[config.mk]
export PLATFORM = sky130hd
export DESIGN_NAME = mips_reg_dump
export DESIGN_NICKNAME = d
export VERILOG_FILES = /design/src/rtl/mips_reg_dump.sv
export SDC_FILE = /design/constraint.sdc
export NUM_CORES = 1
export LEC_CHECK = 0
export CORE_MARGIN = 4
export CORE_UTILIZATION = 30
export CTS_CLUSTER_SIZE = 12
export DETAILED_ROUTE_END_ITERATION = 10
export PLACE_DENSITY = 0.65
export REMOVE_ABC_BUFFERS = 1
export SLEW_MARGIN = 20
export SYNTH_ARGS = -nofsm -noshare
export SYNTH_HDL_FRONTEND = slang
export SYNTH_SLANG_ARGS = --single-unit
[constraint.sdc]
create_clock -name clk -period 2.2 [get_ports clk]
set_clock_uncertainty 0.2 [all_clocks]
set_input_delay 0.44 -clock clk [delete_from_list [all_inputs] [get_ports clk]]
set_output_delay 0.44 -clock clk [all_outputs]
set_load 0.005 [all_outputs]
[src/rtl/mips_reg_dump.sv]
// Debug reader that walks the register file through one read port and streams each word out on valid/ready.
// Optional build macro REG_DUMP_SKIP_ZERO_EN: skip hardwired register 0 and start the walk at index 1.
module mips_reg_dump #(
   parameter int unsigned NUM_REGS = 32,
   parameter int unsigned ADDR_W   = 5,
   parameter int unsigned DATA_W   = 32
) (
   input  logic              clk,
   input  logic              rst_n,
   input  logic              start,
   input  logic              abort,
   output logic [ADDR_W-1:0] read_reg,
   input  logic [DATA_W-1:0] read_data,
   output logic              dump_valid,
   input  logic              dump_ready,
   output logic [DATA_W-1:0] dump_data,
   output logic [ADDR_W-1:0] dump_index,
   output logic              dump_busy,
   output logic              dump_done
);

   localparam logic [1:0] S_IDLE = 2'd0;
   localparam logic [1:0] S_READ = 2'd1;
   localparam logic [1:0] S_SEND = 2'd2;
   localparam logic [1:0] S_DONE = 2'd3;

`ifdef REG_DUMP_SKIP_ZERO_EN
   localparam logic [ADDR_W-1:0] FIRST_IDX = ADDR_W'(1);
`else
   localparam logic [ADDR_W-1:0] FIRST_IDX = ADDR_W'(0);
`endif
   localparam logic [ADDR_W-1:0] LAST_IDX = ADDR_W'(NUM_REGS - 1);

   logic [1:0]        state, state_n;
   logic [ADDR_W-1:0] idx, idx_n;
   logic              valid_n, busy_n, done_n;
   logic [DATA_W-1:0] data_n;
   logic [ADDR_W-1:0] index_n;

   // The read port follows the walk counter directly so read_data is ready in READ.
   assign read_reg = idx;

   // State and output registers.
   always_ff @(posedge clk or negedge rst_n) begin
      if (!rst_n) begin
         state      <= S_IDLE;
         idx        <= '0;
         dump_valid <= 1'b0;
         dump_data  <= '0;
         dump_index <= '0;
         dump_busy  <= 1'b0;
         dump_done  <= 1'b0;
      end else begin
         state      <= state_n;
         idx        <= idx_n;
         dump_valid <= valid_n;
         dump_data  <= data_n;
         dump_index <= index_n;
         dump_busy  <= busy_n;
         dump_done  <= done_n;
      end
   end

   // Next-state and next-output logic.
   always_comb begin
      state_n = state;
      idx_n   = idx;
      valid_n = dump_valid;
      data_n  = dump_data;
      index_n = dump_index;
      busy_n  = dump_busy;
      done_n  = 1'b0;

      case (state)
         S_IDLE: begin
            if (start && !abort) begin
               idx_n   = FIRST_IDX;
               busy_n  = 1'b1;
               state_n = S_READ;
            end
         end
         S_READ: begin
            if (abort) begin
               valid_n = 1'b0;
               busy_n  = 1'b0;
               state_n = S_IDLE;
            end else begin
               data_n  = read_data;
               index_n = idx;
               valid_n = 1'b1;
               state_n = S_SEND;
            end
         end
         S_SEND: begin
            // Abort wins over a same-cycle handshake; that word is not delivered.
            if (abort) begin
               valid_n = 1'b0;
               busy_n  = 1'b0;
               state_n = S_IDLE;
            end else if (dump_ready) begin
               valid_n = 1'b0;
               if (idx == LAST_IDX) begin
                  done_n  = 1'b1;
                  state_n = S_DONE;
               end else begin
                  idx_n   = idx + ADDR_W'(1);
                  state_n = S_READ;
               end
            end
         end
         S_DONE: begin
            busy_n  = 1'b0;
            state_n = S_IDLE;
         end
         default: begin
            valid_n = 1'b0;
            busy_n  = 1'b0;
            state_n = S_IDLE;
         end
      endcase
   end

endmodule

==> reports/results.txt, run 1 <==
After clock tree synthesis, the clock-pin slew on the worst setup and hold paths is 80 ps. The area overhead of the layout relative to synthesis is 51.9%. After global routing the overflow that remains totals 0. The run finished with clean final reports. Registers take 1180 µm². The tools report the buffer depth of the longest clock path as 2.

The headroom to the max-slew limit is 78.7%, and the area share of the largest cell type after synthesis is 56.5%. 0 antenna diodes ended up in the layout. Row generation in the floorplan step produced 30 rows. The largest fanout on the critical path came out at 4.

Measured in cells, the most critical reg-to-reg path has a length of 6. In this run, synthesis produced a sequential element count of 47. On the worst path, the slowest cell contributes a delay of 380 ps.

At the end of routability-driven placement, the weighted congestion stood at 0.763. For this block, wires on met1 add up to 2220 µm. The floorplan step defined a core boundary enclosing 6760 µm².

Of the cells placed in the final design, the portion with a size suffix greater than 1 is 20.6%. For this run, the register share of the synthesized area comes to 56.5%. The number of endpoints with negative hold slack in the final report is 0, and the y dimension of the die is 91.3 µm.

The share of the clock period used by the worst path after layout came out at 93.5%. The total placed cells including tap cells was 306. The run gives 140 ps as the worst setup slack for register-to-register paths.

The tools report the floorplan die area as 8340 µm². The cell area that synthesis handed to floorplanning was 2080 µm². Setup repair after global routing left no endpoint under its margin. The first global-routing pass estimated 7520 µm of wire. The run gives 280 ps as the clock latency at the later pin of the worst-skew pair. Timing would allow up to 486 MHz. The total routed wirelength is 4430 µm, and the met2 wire length is 1950 µm. Once layout is complete, the utilization of the core stands at 46.8%. The detailed router used layers up to and including met4.

The placed instances occupy a cell area of 3080 µm². STA classifies the critical path startpoint as a register. Entering global routing, the biggest net connects 48 pins. The number of vias after detailed routing is 1,415, and the number of distinct library cells after synthesis is 30. Measured along the x axis, the die boundary spans 91.3 µm. Worst hold path stage count: 1. Setup violations remaining at the end of the flow were counted as 0. The worst setup path is captured at a register. The routed wirelength normalized by instance count works out to 14.2 µm. The routed via count divided by cell count was 4.52.

Traced cell by cell, the critical path runs through ha_1 -> and3_1 -> ha_1 -> nand2b_1 -> a211oi_2 -> mux2_4. The number of optimization iterations in the first detailed-route pass is 4. Max-cap violations in this run came to 0. The first-iteration detailed-routing DRC count came out at 21.

The logs give 0.602 mV for the maximum ir drop on the vdd rail and 11.3% for the overall global routing resource usage. sky130_fd_sc_hd__dfrtp_1 takes more of the synthesized area than any other cell. The most critical setup path has its endpoint at read_reg[0]. The power density over the cells works out to 1200 nW/µm². TritonCTS built the clock tree.

The number of nets with antenna violations after routing is 0, and the final design instance area without fill is 3160 µm². The HPWL reported at the end of detailed placement is 3290 µm. For the number of global-route vias before repair, the log shows 1,494.

The logs give 0 for the number of antenna violations at the first check in global routing and 2180 ps for the required time at the worst-slack endpoint. The reported leakage power came out at 1.41 nW. The fill cell total of the finished layout is 613, and the post-synthesis average cell area is 15.1 µm². 82 I/O pins were placed. The run gives 143 ps as the setup slack after layout. Synthesis handed over a netlist of 138 instances.

The register with the most flip-flops in the layout has 32 of them. For the number of buffers created by CTS, the log shows 5. The critical path startpoint was read_reg[0]. Input and output buffers added on the ports amount to 81.

Timing analysis after detailed placement gives a worst setup slack of 117 ps. At the end of the flow, the number of nets in the layout was 278. The post-layout instance count excluding filler cells came out at 313.

The count of flip-flops with a built-in enable after synthesis is 0. The tools report the clock root buffer master as sky130_fd_sc_hd__clkbuf_8. The number of post-CTS setup repair buffers is 0, and the total count of max-transition violations in the final report is 0.

The CTS sink count is 47, and the H-tree depth reported by CTS is 2. The share of synthesized registers carrying an async set or reset was 100%. Tightest hold margin: 287 ps. The critical path is of the reg2reg type. The data arrival time of the critical path is 2030 ps, and the number of warnings issued by yosys is 0. The cell that appears most often on the critical path is sky130_fd_sc_hd__ha_1. The final critical path time including I/O delays and setup came out at 2060 ps. Counting instances in the post-synthesis netlist gives the leading cell types as sky130_fd_sc_hd__dfrtp_1 (47), sky130_fd_sc_hd__mux2_4 (20), sky130_fd_sc_hd__mux2_1 (12). For this design, the slowest cell found on the critical path is sky130_fd_sc_hd__dfrtp_1. The path category of the worst min-delay check is reg2reg. For this run, the leading register cell type out of synthesis is sky130_fd_sc_hd__dfrtp_1. In the post-synthesis netlist, the cell with the most instances is sky130_fd_sc_hd__dfrtp_1.

The initial utilization of the core area, before any placement, comes to 30.8%. Sorting the synthesized cells by area gives the leading types as sky130_fd_sc_hd__dfrtp_1 (56%), sky130_fd_sc_hd__mux2_4 (14%), sky130_fd_sc_hd__mux2_1 (6.5%), sky130_fd_sc_hd__ha_1 (4.2%), sky130_fd_sc_hd__mux2_2 (3.8%). For the pin with the worst max-slew slack, the measured transition is 319 ps.

For the multi-input logic area, the log shows 853 µm². Startpoint of the worst register-to-register path: read_reg[0]. The worst register-to-register path ends at read_reg[0]. After detailed routing, the met3 layer carries 231 µm of wire.

The run gives 0 as the DRC violation count after routing.
[cells in the final DEF, fill, tap and decap left out, types with 2 or more instances in the layout]
cell type	instances
sky130_fd_sc_hd__clkdlybuf4s50_1	80
sky130_fd_sc_hd__dfrtp_1	47
sky130_fd_sc_hd__mux2_4	20
sky130_fd_sc_hd__mux2_1	12
sky130_fd_sc_hd__buf_4	8
sky130_fd_sc_hd__inv_1	7
sky130_fd_sc_hd__mux2_2	7
sky130_fd_sc_hd__ha_1	7
sky130_fd_sc_hd__mux2i_1	5
sky130_fd_sc_hd__clkbuf_8	5
sky130_fd_sc_hd__nor2_1	3
sky130_fd_sc_hd__nand2b_1	3
sky130_fd_sc_hd__nand2_1	3
sky130_fd_sc_hd__buf_12	3
sky130_fd_sc_hd__and3_1	2
sky130_fd_sc_hd__a22oi_1	2
[power breakdown]
group / leakage (nW) / switching, W / internal [W]
combinational: 0.795 / 0.000608 / 0.00129
sequential: 0.577 / 0.000184 / 0.00124
clock: 0.0371 / 0.000265 / 0.000212
[area by class of cell]
| type | count | area share, % |
|---|---|---|
| Tap cell | 80 | 3.16 |
| Inverter | 7 | 0.830 |
| Timing Repair Buffer | 93 | 29.6 |
| Sequential cell | 47 | 37.2 |
| Clock buffer | 6 | 2.29 |
| Multi-Input combinational cell | 80 | 27.0 |
[timing repair]
item,CTS,global route
hold buffers,1,0
resized for setup,0,0
hold endpoints to repair,47,0
[worst max-delay path, delay by kind of cell (launching register included)]
family	cells	cell delay, ps
adders and majority gates	2	420
and+or+nand+nor	2	330
muxes	1	320
AOI/OAI and AO/OA	1	300
DFF	1	380
[cells by family (layout without fill, tap and decap cells)]
group	after synthesis	count (layout)	share of synthesized area (%)
adders and majority gates	7	7	4.20
DFF	47	47	56.5
AOI/OAI and AO/OA	11	11	3.90
and+or+nand+nor	18	18	5.41
muxes	44	44	27.1
buffers and inverters	11	106	2.94
[worst min-delay path by stage]
stage | start | endpoint | slack (ps)
finish | dump_data[16] | dump_data[16] | 290
global route | dump_data[22] | dump_data[22] | 310
CTS | dump_data[17] | dump_data[17] | 290
detailed placement | rst_n | dump_data[13] | 250
global placement | rst_n | dump_data[9] | 250
floorplan | rst_n | dump_busy | -60
[metrics by stage]
step / total power [W] / TNS (ps)
finish: 0.00380 / 0
global route: 0.00407 / 0
CTS: 0.00388 / 0
detailed placement: 0.00337 / 0
global placement: 0.00334 / 0
floorplan: 0.00233 / -50590
[metal layers]
metal  vias to the layer above  global-route usage (%)
met5                         -                       0
met4                         0                    2.64
met3                         4                    3.31
met2                        50                    17.1
met1                       685                    15.8
li1                        676                       -
No activity file was read; power rests on OpenSTA's default activity.
==> run 2, diff against run 1 <==
SKIP_CTS_REPAIR_TIMING = 1   (was not set)
==> run 2 against run 1 <==
Effect of this change:
- first-iteration DRC count unchanged
- total power about the same
- routed wire length unchanged
- critical path depth unchanged
- die area unchanged
==> reports/results.txt, run 2 (synthesis gave the netlist of run 1 again) <==
For the worst setup path, the data arrival time is 2030 ps. The first global-routing pass estimated 7520 µm of wire. The most common cell after layout, fill and taps aside is sky130_fd_sc_hd__clkdlybuf4s50_1. The library cells used most frequently in the layout, excluding fill and tap cells, are sky130_fd_sc_hd__clkdlybuf4s50_1 (80), sky130_fd_sc_hd__dfrtp_1 (47), sky130_fd_sc_hd__mux2_4 (20).

The proportion of layout cells with a drive suffix above 1 was 20.6%. In this run, the number of DRC markers left after iteration 0 of detailed routing was 21. The count of buffers added on input and output ports is 81. Wire segments on met2 add up to 1950 µm in the final route.

The count of cells in the finished layout, fillers not included, comes to 313. For the worst setup path, the data required time is 2180 ps. During I/O placement, the number of pins put on the boundary was 82.

Maximum number of pins on one net before global-route repair: 48. The final design instance area without fill was 3160 µm². The worst setup path is of the reg2reg kind. At the end of routability-driven placement, the weighted congestion stood at 0.763. The maximum ir drop on the vdd rail was 0.602 mV. Static timing analysis puts the maximum clock frequency at 486 MHz. The wire-length estimate of the detail-placed layout is 3290 µm. Counting the buffers created by CTS gives 5.

Area overhead of the layout relative to synthesis: 51.9%. The net total in the final layout is 278. The worst setup path is launched from a register.

Path category of the worst min-delay check: reg2reg. Setup repair after global routing left no endpoint under its margin. The largest fanout on the critical path is 4.

The flow ran to the end, and the final reports show no timing, DRC or antenna violations. Setup violations remaining at the end of the flow were counted as 0. For the reported leakage power, the log shows 1.41 nW. The register with the most flip-flops in the layout has 32 of them. After detailed placement, the total cell area comes to 3080 µm².

In the post-route analysis, the smallest setup slack over all paths is 143 ps. For the starting density of the core, the log shows 30.8%. For the antenna cell count, the log shows 0. Clock-pin slew was measured on the worst setup and hold paths at 80 ps. The share of the clock period used by the worst path after layout was 93.5%; the routed wirelength normalized by instance count was 14.2 µm.

The run gives 4 as the number of optimization iterations in the first detailed-route pass. Across all layers, the routed design uses 1,415 vias. Post-route core utilization: 46.8%.

The number of nets with antenna violations after routing is 0, and the final critical path time including I/O delays and setup is 2060 ps. Measured along the y axis, the die boundary spans 91.3 µm. The number of global-route vias before repair is 1,485.

TritonCTS built the clock tree. The core region is 6760 µm². In this run the core area contains 30 standard-cell rows. For the number of endpoints with negative hold slack in the final report, the log shows 0. In this run the number of H-tree levels came out at 2. The logs give 2 for the buffer depth of the longest clock path and 8340 µm² for the floorplan die area. The logs give 0 for the number of antenna violations at the first check in global routing and 11.3% for the overall global routing resource usage. Dividing total power by cell area gives a power density of 1200 nW/µm².

Total power for the finished layout comes to 0.00380 W. The run gives 2230 µm as the routed metal-1 wirelength. The clock root buffer master is sky130_fd_sc_hd__clkbuf_8. For the pin with the worst max-slew slack, the measured transition is 319 ps. The count of maximum capacitance violations was 0. The worst setup path is captured at a register. After global routing the overflow that remains totals 0.

The logs give 78.7% for the headroom to the max-slew limit and 306 for the total placed cells including tap cells. The topmost layer with routed signal wires is met4. Summed over all nets, wire length on met3 after detailed routing comes to 221 µm. The clock latency at the later pin of the worst-skew pair is 280 ps. In this run the horizontal extent of the chip is 91.3 µm.

CTS saw 47 sinks. For this run, design rule violations remaining after detail routing come to 0. OpenSTA, run right after detailed placement, puts the worst setup slack at 117 ps. The run gives 4430 µm as the total routed wirelength. The total count of max-transition violations in the final report is 0.

Routed via count divided by cell count: 4.52.
==> run 2: area by class of cell <==
| type | count | area (µm²) |
|---|---|---|
| fillers | 613 | 3590 |
| inverters | 7 | 26.3 |
| multi-input cells | 80 | 853 |
| well taps | 80 | 100 |
| flip-flops and latches | 47 | 1180 |
| clock buffers | 6 | 72.6 |
| repair buffers | 93 | 936 |
==> run 2: routing by layer <==
layer / GRT usage, % / vias to the layer above
li1: - / 676
met1: 15.8 / 685
met2: 17.1 / 50
met3: 3.23 / 4
met4: 2.64 / 0
met5: 0 / -
==> run 2: worst paths after layout <==
path,startpoint,to,slack [ps],cells past startpoint
worst max-delay path,read_reg[0],read_reg[0],140,6
worst min-delay path,dump_data[16],dump_data[16],290,1
worst max register to register,read_reg[0],read_reg[0],140,6
worst min register to register,dump_data[16],dump_data[16],290,1
max in group asynchronous,rst_n,dump_data[3],1100,3
min in group asynchronous,rst_n,dump_data[9],460,3
==> run 2: report_power, final <==
part	switching, W	internal [W]
sequential	0.000184	0.00124
combinational	0.000608	0.00129
clock	0.000265	0.000212
total	0.00106	0.00274
==> run 2: critical path, stage by stage (launching register included) <==
cell	delay [ps]
sky130_fd_sc_hd__dfrtp_1	380
sky130_fd_sc_hd__ha_1	210
sky130_fd_sc_hd__and3_1	170
sky130_fd_sc_hd__ha_1	210
sky130_fd_sc_hd__nand2b_1	160
sky130_fd_sc_hd__a211oi_2	300
sky130_fd_sc_hd__mux2_4	320
==> run 2: metrics by stage <==
stage | hold slack (ps) | TNS (ps)
after global placement | 250 | 0
after global routing | 313 | 0
after detailed placement | 254 | 0
after CTS | -68.6 | 0
after floorplan | -55.6 | -50590
final | 287 | 0
==> run 3, diff against run 2 <==
CTS_BUF_LIST = sky130_fd_sc_hd__clkbuf_4 sky130_fd_sc_hd__clkbuf_8 sky130_fd_sc_hd__clkbuf_16   (was not set)
CTS_CLUSTER_SIZE = not set   (was 12)
==> run 3 against run 2 <==
Effect of this change:
- worst hold slack did not move
- register-to-register slack barely moved
- routed wire length did not move
- utilization rose by 0.056 points
- total power rose by 0.33%
- sequential cell count did not move
- sequential share of layout area barely moved
- critical path depth did not move
- first-iteration DRC count did not move
- critical path type unchanged
- clock-buffer cell count did not move
==> reports/results.txt, run 3 (synthesis gave the netlist of run 1 again) <==
At the pin with the least slew margin, the transition time is 319 ps. The floorplan die area was 8340 µm². The y dimension of the die works out to 91.3 µm. Most common cell after layout, fill and taps aside: sky130_fd_sc_hd__clkdlybuf4s50_1. After detailed routing, no signal wire sits above met4. The power density over the cells is 1200 nW/µm², and the routed via count divided by cell count is 4.52. The flow ran to the end, and the final reports show no timing, DRC or antenna violations. The tree is rooted in a sky130_fd_sc_hd__clkbuf_8. TritonCTS built the clock tree. Summing all multi-input logic gate instances after layout gives 853 µm².

The tools report the number of setup violations in the final report as 0. Data on the critical path is required at its endpoint by 2180 ps. The met2 wire length came out at 1950 µm. The min-delay analysis places its worst path in the category reg2reg.

The worst hold path stage count came out at 1. The final critical path time including I/O delays and setup was 2060 ps; the first-iteration detailed-routing DRC count was 21. Setup repair after global routing left no endpoint under its margin.

Summed over all layers, the routed wires come to 4430 µm. In the finished design, the share of the clock period the worst path needs comes to 93.5%. The slowest stage of the critical path is the sky130_fd_sc_hd__dfrtp_1 cell. The proportion of layout cells with a drive suffix above 1 is 21.0%, and the overall global routing resource usage is 11.3%.

For the worst flop-to-flop path, the logic depth is 6. In this run the number of H-tree levels came out at 2. For this design the top-level I/O count stands at 82.

On the final layout, the worst hold slack is 287 ps. Buffers placed on the I/O ports in this run total 81. The logs give 0 for the total count of max-transition violations in the final report and 1180 µm² for the register area. The worst setup path is launched from a register.

Detailed placement ended at an HPWL of 3290 µm. For the count of maximum capacitance violations, the log shows 0. The first global-routing pass estimated 7520 µm of wire. The register with the most flip-flops in the layout has 32 of them.

The placement-stage cell area was 3080 µm². The endpoint identified for the worst register-to-register timing path is read_reg[0]. In this run the remaining antenna-violating nets after routing total 0. In this run the most critical hold path is launched from dump_data[16]. The total placed cells including tap cells was 306.

For this run, design rule violations remaining after detail routing come to 0. The later pin in the worst-skew pair is clocked with a latency of 280 ps. The routed layout has 1,415 vias. For this configuration, the core starts out at a cell density of 30.8%.

The die is 91.3 µm wide. The routed wirelength normalized by instance count came out at 14.2 µm. Clock-pin slew was measured on the worst setup and hold paths at 80 ps. The final design instance area without fill was 3170 µm².

In this run the worst path has a maximum fanout of 4. The number of antenna diodes in the final layout is 0. The total area inside the core boundary comes to 6760 µm². The number of optimization iterations in the first detailed-route pass is 4. Area overhead of the layout relative to synthesis: 52.1%. The total overflow left after global routing is 0.

For the routed length on met3, the log shows 221 µm. The number of antenna violations at the first check in global routing came out at 0. The clock passes through at most 2 buffers. The worst setup path is captured at a register.

The number of global-route vias before repair was 1,485; the number of endpoints with negative hold slack in the final report was 0. The headroom to the max-slew limit came out at 78.7%. In the final design database the tool counted 278 nets.

The run gives 313 as the post-layout instance count excluding filler cells. Timing would allow up to 486 MHz. The fill cell total of the finished layout is 611. The reported leakage power was 1.41 nW. The startpoint of the worst register-to-register path was read_reg[0]. The worst hold path terminates at dump_data[16]. For the routed metal-1 wirelength, the log shows 2230 µm.

In this design, the stage delay of the slowest critical-path cell is 380 ps. The worst register-to-register path has a setup slack of 140 ps. STA puts the critical path data arrival time at 2030 ps.

Counting the buffers created by CTS gives 5. Placement row count: 30. The dominant cell type by count on the critical path is sky130_fd_sc_hd__ha_1. Across the VDD grid, the largest voltage drop is 0.602 mV. The tools report the CTS sink count as 47.

In the layout the commonest cells are sky130_fd_sc_hd__clkdlybuf4s50_1 (80), sky130_fd_sc_hd__dfrtp_1 (47), sky130_fd_sc_hd__mux2_4 (20). Before CTS, the worst setup slack after placement is 117 ps. The setup path with the least slack is of type reg2reg. For the maximum number of pins on one net before global-route repair, the log shows 48. Traced cell by cell, the critical path runs through ha_1 -> and3_1 -> ha_1 -> nand2b_1 -> a211oi_2 -> mux2_4.

Routability-driven placement finished with a final weighted congestion of 0.763. The setup slack after layout was 143 ps.
## run 3: changes by cell type in the layout (fill, tap and decap cells not counted)
cell and change:
sky130_fd_sc_hd__clkbuf_1 -1, sky130_fd_sc_hd__clkbuf_4 +1
## run 3: stage by stage
stage,total power (W),util (%),setup TNS [ps]
after detailed placement,0.00337,45.6,0
after floorplan,0.00233,-,-50590
final,0.00381,46.9,0
after global routing,0.00409,46.9,0
after CTS,0.00389,46.7,0
after global placement,0.00334,45.6,0
## run 3: how the worst max path moves through the flow
stage,from,endpoint,depth (start not counted)
floorplan,state[1],dump_data[23],4
global route,read_reg[0],read_reg[1],7
finish,read_reg[0],read_reg[0],6
detailed placement,abort,state[0],5
global placement,read_reg[0],read_reg[0],6
CTS,read_reg[0],read_reg[0],6
## run 3: cell type report
class                   instances  area share [%]
flip-flops and latches         47            37.1
repair buffers                 93            29.5
multi-input cells              80            26.9
well taps                      80            3.16
clock buffers                   6            2.41
inverters                       7           0.829
## run 3: where the power goes
group | switching, W | internal, W | total (W)
Sequential | 0.000184 | 0.00124 | 0.00142
Combinational | 0.000608 | 0.00129 | 0.00190
Clock | 0.000265 | 0.000225 | 0.000490
Total | 0.00106 | 0.00275 | 0.00381
## run 3: per-layer routing
metal  GRT usage, %  vias up
li1               -      676
met3           3.23        4
met4           2.64        0
met5              0        -
met1           15.8      685
met2           17.1       50
## run 3: critical path: cells and delay by family, from the launching register on
family / cells / cell delay [ps]
and+or+nand+nor: 2 / 330
adders and majority gates: 2 / 420
DFF: 1 / 380
muxes: 1 / 320
AOI/OAI and AO/OA: 1 / 300
